### src/rtl/dist_id_ex_operand_stage.sv
// dist_id_ex_operand_stage: ID/EX distribution operand select, forwarding and distribution-use bubble insertion.
// Optional DIST_FWD_STATS_EN adds saturating forward/bubble counters.
`timescale 1ns/1ps
module dist_id_ex_operand_stage #(
  parameter int DIST_W = 32
`ifdef DIST_FWD_STATS_EN
  , parameter int STAT_W = 16
`endif
) (
  input  logic              clk_i,
  input  logic              reset_i,
  input  logic              id_valid_i,
  input  logic [4:0]        id_src_addr_i,
  input  logic [DIST_W-1:0] rf_ddata_i,
  input  logic              ex_dfwd_sel_i,
  input  logic              mem_dfwd_sel_i,
  input  logic [DIST_W-1:0] ex_dresult_i,
  input  logic              ex_dresult_valid_i,
  input  logic [DIST_W-1:0] mem_dresult_i,
  input  logic              ex_stall_i,
  input  logic              flush_i,
  output logic              id_stall_o,
  output logic              ex_valid_o,
  output logic [4:0]        ex_src_addr_o,
  output logic [DIST_W-1:0] ex_ddata_o
`ifdef DIST_FWD_STATS_EN
  , output logic [STAT_W-1:0] stat_ex_fwd_o,
  output logic [STAT_W-1:0] stat_mem_fwd_o,
  output logic [STAT_W-1:0] stat_bubble_o
`endif
);
  typedef enum logic {RUN, BUBBLE} state_t;
  state_t state_q, state_d;
  logic ex_valid_q, ex_valid_d;
  logic [4:0] ex_src_addr_q, ex_src_addr_d;
  logic [DIST_W-1:0] ex_ddata_q, ex_ddata_d;
  logic addr_zero, hazard, bubble, hold;
  logic [DIST_W-1:0] operand;
  always_comb begin
    addr_zero = id_src_addr_i == 5'd0;
    operand = addr_zero ? '0 : ex_dfwd_sel_i ? ex_dresult_i : mem_dfwd_sel_i ? mem_dresult_i : rf_ddata_i;
    hazard = id_valid_i && !addr_zero && ex_dfwd_sel_i && !ex_dresult_valid_i;
    bubble = state_q == RUN && hazard;
    hold = ex_stall_i || bubble;
    state_d = flush_i ? RUN : ex_stall_i ? state_q : bubble ? BUBBLE : RUN;
    ex_valid_d = flush_i ? 1'b0 : ex_stall_i ? ex_valid_q : bubble ? 1'b0 : id_valid_i;
    ex_src_addr_d = flush_i ? 5'd0 : hold ? ex_src_addr_q : id_src_addr_i;
    ex_ddata_d = flush_i ? '0 : hold ? ex_ddata_q : operand;
  end
  always_ff @(posedge clk_i or posedge reset_i) begin
    if (reset_i) begin
      state_q <= RUN;
      ex_valid_q <= 1'b0;
      ex_src_addr_q <= 5'd0;
      ex_ddata_q <= '0;
    end else begin
      state_q <= state_d;
      ex_valid_q <= ex_valid_d;
      ex_src_addr_q <= ex_src_addr_d;
      ex_ddata_q <= ex_ddata_d;
    end
  end
  assign id_stall_o = ex_stall_i || bubble;
  assign ex_valid_o = ex_valid_q;
  assign ex_src_addr_o = ex_src_addr_q;
  assign ex_ddata_o = ex_ddata_q;
`ifdef DIST_FWD_STATS_EN
  // A forward counts only when a real instruction is captured with that path selected.
  logic [STAT_W-1:0] ex_fwd_q, mem_fwd_q, bub_q;
  logic capture, inc_ex, inc_mem, inc_bub;
  always_comb begin
    capture = !flush_i && !hold;
    inc_ex = capture && id_valid_i && !addr_zero && ex_dfwd_sel_i;
    inc_mem = capture && id_valid_i && !addr_zero && !ex_dfwd_sel_i && mem_dfwd_sel_i;
    inc_bub = !flush_i && !ex_stall_i && bubble;
  end
  always_ff @(posedge clk_i or posedge reset_i) begin
    if (reset_i) begin
      ex_fwd_q <= '0;
      mem_fwd_q <= '0;
      bub_q <= '0;
    end else begin
      if (inc_ex && ex_fwd_q != '1) ex_fwd_q <= ex_fwd_q + 1'b1;
      if (inc_mem && mem_fwd_q != '1) mem_fwd_q <= mem_fwd_q + 1'b1;
      if (inc_bub && bub_q != '1) bub_q <= bub_q + 1'b1;
    end
  end
  assign stat_ex_fwd_o = ex_fwd_q;
  assign stat_mem_fwd_o = mem_fwd_q;
  assign stat_bubble_o = bub_q;
`endif
endmodule

### config.mk
export PLATFORM = sky130hd
export DESIGN_NAME = dist_id_ex_operand_stage
export DESIGN_NICKNAME = d
export VERILOG_FILES = /design/src/rtl/dist_id_ex_operand_stage.sv
export SDC_FILE = /design/constraint.sdc
export NUM_CORES = 1
export LEC_CHECK = 0
export ABC_AREA = 1
export CAP_MARGIN = 15
export CORE_AREA = 5 5 93 95
export DETAILED_ROUTE_END_ITERATION = 10
export DIE_AREA = 0 0 98 100
export PLACE_DENSITY = 0.74
export SETUP_SLACK_MARGIN = 0.2
export SLEW_MARGIN = 20
export SYNTH_ARGS = -nofsm -noshare
export SYNTH_HDL_FRONTEND = slang
export SYNTH_SLANG_ARGS = --single-unit
export TNS_END_PERCENT = 1
### constraint.sdc
create_clock -name clk_i -period 1.2 [get_ports clk_i]
set_clock_uncertainty 0.15 [all_clocks]
set_input_delay 0.12 -clock clk_i [delete_from_list [all_inputs] [get_ports clk_i]]
set_output_delay 0.12 -clock clk_i [all_outputs]
set_load 0.01 [all_outputs]
-- Word level (Yosys, flattened, before mapping)
Index checks and enable logic that the tools add are counted.
- register bits: 39
- bits of input ports: 109
- output and inout bits: 39
- word-level logic and storage cells: 28
- eq/ne operators: 2
- muxes and demuxes: 13
- bitwise operators: 1
- reduce and logical (&&, ||, !) cells: 8
- operator list (cell ; number):
    32-bit two-way mux ; 5
    5-bit two-way mux ; 2
    1-bit two-way mux ; 6
    5-bit logical NOT ; 1
    1-bit logical AND ; 4
    1-bit logical NOT ; 2
    2-bit by 1-bit inequality test with 1-bit output, second input constant ; 1
    2-bit inequality test, second input constant ; 1
    1-bit logical OR ; 1
    1-bit inverter ; 1

-- Depth between registers and ports, before layout
Gate-level depths: netlist of run 1.
- depth in word-level cells: 9
- mapped depth: 9
- mapped depth without buffers: 8

-- Worst setup path before layout of run 1
No wires, ideal clock.
- path kind: register to register
- start point: reg state_q
- end point: reg ex_ddata_q[1], in the netlist ex_ddata_o[1]
- library setup time: 0.116 ns
- data arrival time: 1.054 ns
- data required time: 0.934 ns
- slack: -0.120 ns
- cell stages (with the launch flop): 10
- buffers on the path: 1
- period minus slack after synthesis: 1.320 ns
- cells stage by stage: dfrtp_1 > inv_1 > nand2_1 > nor2_4 > nand2_4 > nand2_4 > nand2_4 > buf_2 > nand2_1 > nand2_1
- word-level cells in the longest chain between the ends: 4
- RTL lines (element ; RTL line ; source):
    start, declared ; 33 ; state_t state_q, state_d;
    start signal, assigned ; 57 ; state_q <= state_d;
    1-bit inverter ; 43 ; bubble = state_q == RUN && hazard;
    1-bit logical AND ; 43 ;
    1-bit logical OR ; 44 ; hold = ex_stall_i || bubble;
    2-bit inequality test (no source line) ; -- ;
    end signal, assigned ; 60 ; ex_ddata_q <= ex_ddata_d;
    end, declared ; 36 ; logic [DIST_W-1:0] ex_ddata_q, ex_ddata_d;
Every way passes these cells.
A chain may end at the register's enable or synchronous reset.

-- Final worst setup path of run 1
- start point: reg state_q
- end point: reg ex_ddata_q[5], in the netlist ex_ddata_o[5]
The elaborated chain is that of the path after synthesis.

==> results of run 1 <==
==> critical path: stages, from the launching register on <==
cell,delay [ns]
dfrtp_1,0.39
inv_2,0.06
nand2_2,0.05
nor2_4,0.09
nand2_4,0.06
nand2_4,0.07
buf_6,0.12
nand2_8,0.06
clkbuf_16,0.16
nand2_1,0.06
nand2_1,0.05
==> flip-flops by register name, indices dropped and copies added, names as in the netlist <==
| name | cells |
|---|---|
| ex_src_addr_o | 5 |
| state_q | 1 |
| ex_valid_o | 1 |
| ex_ddata_o | 32 |
==> kinds of logic (layout without fill, tap and decap cells) <==
logic type             Yosys count  count (layout)
AND/OR/NAND/NOR                318             318
buffers and inverters           35             197
flip-flops                      39              39
==> layout by cell type, fill, tap and decap left out, types with 6 or more instances in the layout <==
master / count
nand4_1: 6
buf_2: 24
buf_12: 9
nand3_2: 21
dfrtp_1: 39
nand2_1: 160
nand3_1: 50
buf_6: 15
buf_4: 26
clkdlybuf4s50_1: 108
or2_2: 14
nand2_2: 9
nor2_1: 33
or2_1: 15
==> final cells by class <==
type,count,area [µm²],area share
Clock buffer,6,72.6,0.0160
Timing Repair Buffer,183,1770,0.391
Sequential cell,39,976,0.216
Multi-Input combinational cell,318,1550,0.343
Inverter,8,30.0,0.00663
Tap cell,102,128,0.0282
==> through the flow <==
step	setup WS, ns	power [mW]
2_1_floorplan	-0.105	2.11
3_3_place_gp	-0.516	2.91
3_5_place_dp	-0.544	2.93
4_1_cts	-0.236	3.66
5_1_grt	-0.320	3.88
6_report	-0.233	3.66
==> final timing paths <==
check	end	slack [ns]	start	cells after the start
min	ex_src_addr_o[2]	0.02	reset_i	3
max reg2reg	ex_ddata_o[5]	-0.23	state_q	10
min reg2reg	ex_ddata_o[27]	0.35	ex_ddata_o[27]	2
min in group clk_i	ex_valid_o	0.30	ex_stall_i	3
max in group asynchronous	ex_ddata_o[5]	0.68	reset_i	3
max	ex_ddata_o[5]	-0.23	state_q	10
==> repair_timing <==
item	in CTS	in global routing
cloned	0	1
setup endpoints to repair	78	78
pin swaps	2	1
buffers inserted	0	1
resized for setup	171	14
==> where the power goes <==
part | total [mW] | internal [mW] | switching, mW | leakage [nW]
sequential | 1.51 | 1.43 | 0.0778 | 0.506
combinational | 1.36 | 0.769 | 0.587 | 1.73
clock | 0.790 | 0.387 | 0.403 | 0.0371
==> routing by layer <==
| layer | track usage | part of all wire | up-vias |
|---|---|---|---|
| met5 | 0 | 0 | - |
| met4 | 0.0607 | 0.021 | 0 |
| met3 | 0.0334 | 0.060 | 13 |
| met2 | 0.305 | 0.50 | 97 |
| met1 | 0.208 | 0.42 | 1336 |
| li1 | - | - | 1549 |
==> flow_summary.yaml, run 1 <==
synthesis:
  ys.flop_type: "dfrtp_1"
  synth_top_cell_by_area: "dfrtp_1"
  syn_avg_cell_area_um2: 6.93
  synth_cell_type_count: 19
  synth_compound_area_frac: 0
  synth-edff-count: 0
  yosys.area.top_type_share: 0.359
  synth_common_cells: "nand2_1 (168), nand3_1 (50), dfrtp_1 (39), nor2_1 (35), nand3_2 (21)"
  yosysSeqAreaShare: 0.359
  synthXorXnorAreaFrac: 0
  synth_area_leaders: "dfrtp_1 (36%), nand2_1 (23%), nand3_1 (9.2%)"
  synth.most_common_cell: "nand2_1"
  synth-async-reset-ratio: 1.00
  synthAdderAreaFrac: 0
  syn-num-nets: 501
  synth_top_family_by_area: "simple AND/OR/NAND/NOR gates"
  syn_inst: 392
  ys_warn_count: 0
  synthSimpleGateAreaFrac: 0.559
  syn_area_um2: 2720
  yosys_register_bits: 39
  synthMuxAreaShare: 0
finish:
  diodes: 0
  fillers: 719
  syn2layout_area_growth_pct: 66.8
  nets: 664
  stdcell_count: 656
  final_core_utilization: 0.592
  drive_above_1_share: 0.245
  fin_area_um2: 4530
floorplan:
  die_h_um: 100
  rows: 32
  fp.coreArea_um2: 7650
  chipWidth_um: 98
  ios: 148
  start_util: 0.355
  die-area_um2: 9800
clock_network:
  htree_levels: 2
  insertion_delay_ns: 0.28
  cts_tree: "yes"
  cts.clk_slew.worst_paths_ns: 0.07
  cts.root.buffer_cell: "clkbuf_8"
  numCtsBuffers: 5
  clockBufferDepth: 2
  cts_sinks: 39
  cts_hold_buffers: 0
grt:
  grt_pass1_wl_mm: 14.0
  grt-ovfl-total: 0
  grt_pass1_vias: 2961
  antenna_found_initial: 0
  grt.total_usage: 0.172
  grt_start_max_net_pins: 42
status:
  violations: "negative setup slack"
  status: "complete, but fails checks"
critical_path:
  crit_arrival_ns: 1.46
  crit_type: "flop to flop"
  crit_path_start_kind: "flop"
  cp-end-kind: "flop"
  critPathMaxFanout: 9
  crit_required_ns: 1.22
route:
  drt_iter0_drc: 62
  wl_mm: 8.59
  via_per_inst: 4.57
  dr.pass1.iters: 4
  ant_nets: 0
  wire_per_inst_um: 13.1
  remaining_drc_errors: 0
  via_count: 2995
placed_design:
  gp_congestion: 0.867
  placed_cells: 648
  place_hpwl_mm: 6.70
  place_area_um2: 4490
  portBuffers: 147
timing:
  whs_ns: 0.0215
  drv_slew: 0
  layout_setup_ws_ns: -0.233
  fin_tns_setup_ns: -8.26
  final-setup-viol-count: 39
  clock.fmax_mhz: 698
  hold_viol: 0
  rsz0062_at_grt: "true"
  fin_crit_sh: 1.19
  tightest_slew_ns: 0.264
  slew_headroom: 0.824
  period_minus_slack_ns: 1.43
pwr:
  powerDensity_nw_per_um2: 808
  p_leak_nw: 2.27
  peakVddDrop_v: 0.000406
min_path:
  min_path_type: "primary input to asynchronous set/reset pin"
flow_run:
  cap_violations: 0
(Power assumes the default switching activity.)
==> run 2: changes to the inputs <==
Settings changed: SETUP_SLACK_MARGIN 0.2 to default.
==> flow_summary.yaml, run 2 (synthesis results as in run 1) <==
floorplan:
  die_h_um: 100
  chipWidth_um: 98
  start_util: 0.355
  ios: 148
  fp.coreArea_um2: 7650
  die-area_um2: 9800
  rows: 32
pwr:
  p_leak_nw: 2.24
  swShare: 0.294
  pwr-share-comb: 0.365
  internal-power_mw: 2.55
  peakVddDrop_v: 0.000405
  seqPwrFrac: 0.416
  p_switching_mw: 1.06
  power_mw: 3.61
  pwr-share-clk: 0.219
  powerDensity_nw_per_um2: 807
route:
  via_count: 2999
  remaining_drc_errors: 0
  via_per_inst: 4.57
  wl_mm: 8.60
  dr.pass1.iters: 4
  ant_nets: 0
  drt_iter0_drc: 73
  wire_per_inst_um: 13.1
timing:
  whs_ns: 0.0240
  layout_setup_ws_ns: -0.235
  clock.fmax_mhz: 697
  period_minus_slack_ns: 1.44
  rsz0062_at_grt: "true"
  slew_headroom: 0.830
  fin_crit_sh: 1.20
  drv_slew: 0
  tightest_slew_ns: 0.256
  final-setup-viol-count: 39
  hold_viol: 0
status:
  violations: "negative setup slack"
  status: "complete, but fails checks"
clock_network:
  cts_hold_buffers: 0
  htree_levels: 2
  numCtsBuffers: 5
  cts_tree: "yes"
  cts.clk_slew.worst_paths_ns: 0.07
  clockBufferDepth: 2
  cts_sinks: 39
  insertion_delay_ns: 0.28
  cts.root.buffer_cell: "clkbuf_8"
critical_path:
  r2r-start: "state_q"
  cp-end-kind: "flop"
  crit_required_ns: 1.22
  slowest_stage: "dfrtp_1"
  worstPathCellList: "inv_2 > nand2_2 > nor2_4 > nand2_4 > nand2_4 > buf_6 > nand2_8 > clkbuf_16 > nand2_1 > nand2_1"
  max_stage_delay_ns: 0.39
  crit_path_start_kind: "flop"
  crit_path_start: "state_q"
  critPathMaxFanout: 9
  crit_type: "flop to flop"
  crit_arrival_ns: 1.46
  cp_top_family: "simple AND/OR/NAND/NOR gates"
  path_buf_inv: 3
grt:
  grt_start_max_net_pins: 42
  grt_pass1_vias: 2957
  antenna_found_initial: 0
  grt_pass1_wl_mm: 13.9
  grt.total_usage: 0.171
  grt-ovfl-total: 0
finish:
  syn2layout_area_growth_pct: 65.0
  nets: 664
  final_common_cell: "nand2_1"
  largest_reg_flops: 32
  fillers: 726
  drive_above_1_share: 0.235
  diodes: 0
  final_cell_mix: "nand2_1 (160), clkdlybuf4s50_1 (108), nand3_1 (50), dfrtp_1 (39), nor2_1 (33)"
  stdcell_count: 656
placed_design:
  portBuffers: 147
  place_hpwl_mm: 6.70
  gp_congestion: 0.867
  placed_cells: 648
min_path:
  min_path_type: "primary input to asynchronous set/reset pin"
flow_run:
  cap_violations: 0
## run 2: cell count changes in the layout (fill, tap and decap cells not counted), sizes merged
cell	delta
buf	-23
clkbuf	+15
clkdlybuf4s15	+8
## run 2: stage by stage
step                utilization  area (µm²)  worst slack (ns)  TNS (ns)
global route              0.586        4480            -0.320    -11.66
finish                    0.586        4480            -0.235     -8.23
global placement          0.588        4490            -0.516    -16.84
CTS                       0.599        4580            -0.236     -8.38
detailed placement        0.588        4490            -0.544    -19.09
floorplan                     -        2730            -0.105     -3.23
## run 2: what timing repair did
| item | 4_1_cts | 5_1_grt |
|---|---|---|
| resized for setup | 101 | 38 |
| setup buffers | 0 | 1 |
| pin swaps | 2 | 1 |
| cloned | 0 | 1 |
| endpoints found under the setup margin | 78 | 69 |
## run 2: power groups by stage
stage / sequential, mW / clock [mW] / combinational, mW
6_report: 1.50 / 0.793 / 1.32
5_1_grt: 1.52 / 0.864 / 1.45
4_1_cts: 1.51 / 0.820 / 1.36
3_5_place_dp: 1.53 / 0 / 1.40
3_3_place_gp: 1.52 / 0 / 1.38
2_1_floorplan: 1.58 / 0 / 0.530
## run 2: path summary, 6_finish.rpt
check / slack, ns / cells past startpoint / to
worst max-delay path: -0.24 / 10 / ex_ddata_o[5]
worst min-delay path: 0.02 / 3 / ex_src_addr_o[2]
worst max register to register: -0.24 / 10 / ex_ddata_o[5]
worst min register to register: 0.35 / 2 / ex_ddata_o[27]
max in group asynchronous: 0.68 / 3 / ex_ddata_o[5]
min in group clk_i: 0.30 / 3 / ex_valid_o
## run 2: tightest hold or removal path, stage by stage
cell,delay (ns)
clkdlybuf4s50_1,0.41
inv_2,0.07
buf_12,0.22
## run 2: per-layer routing
metal | global-route usage | part of all wire
met1 | 0.203 | 0.42
met5 | 0 | 0
met3 | 0.0320 | 0.056
met4 | 0.0607 | 0.021
met2 | 0.307 | 0.50
## run 2: cell type report
cell class | count | area [µm²] | area share
Multi-Input combinational cell | 318 | 1550 | 0.346
Timing Repair Buffer | 183 | 1720 | 0.385
Inverter | 8 | 30.0 | 0.00670
Sequential cell | 39 | 976 | 0.218
Clock buffer | 6 | 72.6 | 0.0162
Tap cell | 102 | 128 | 0.0285
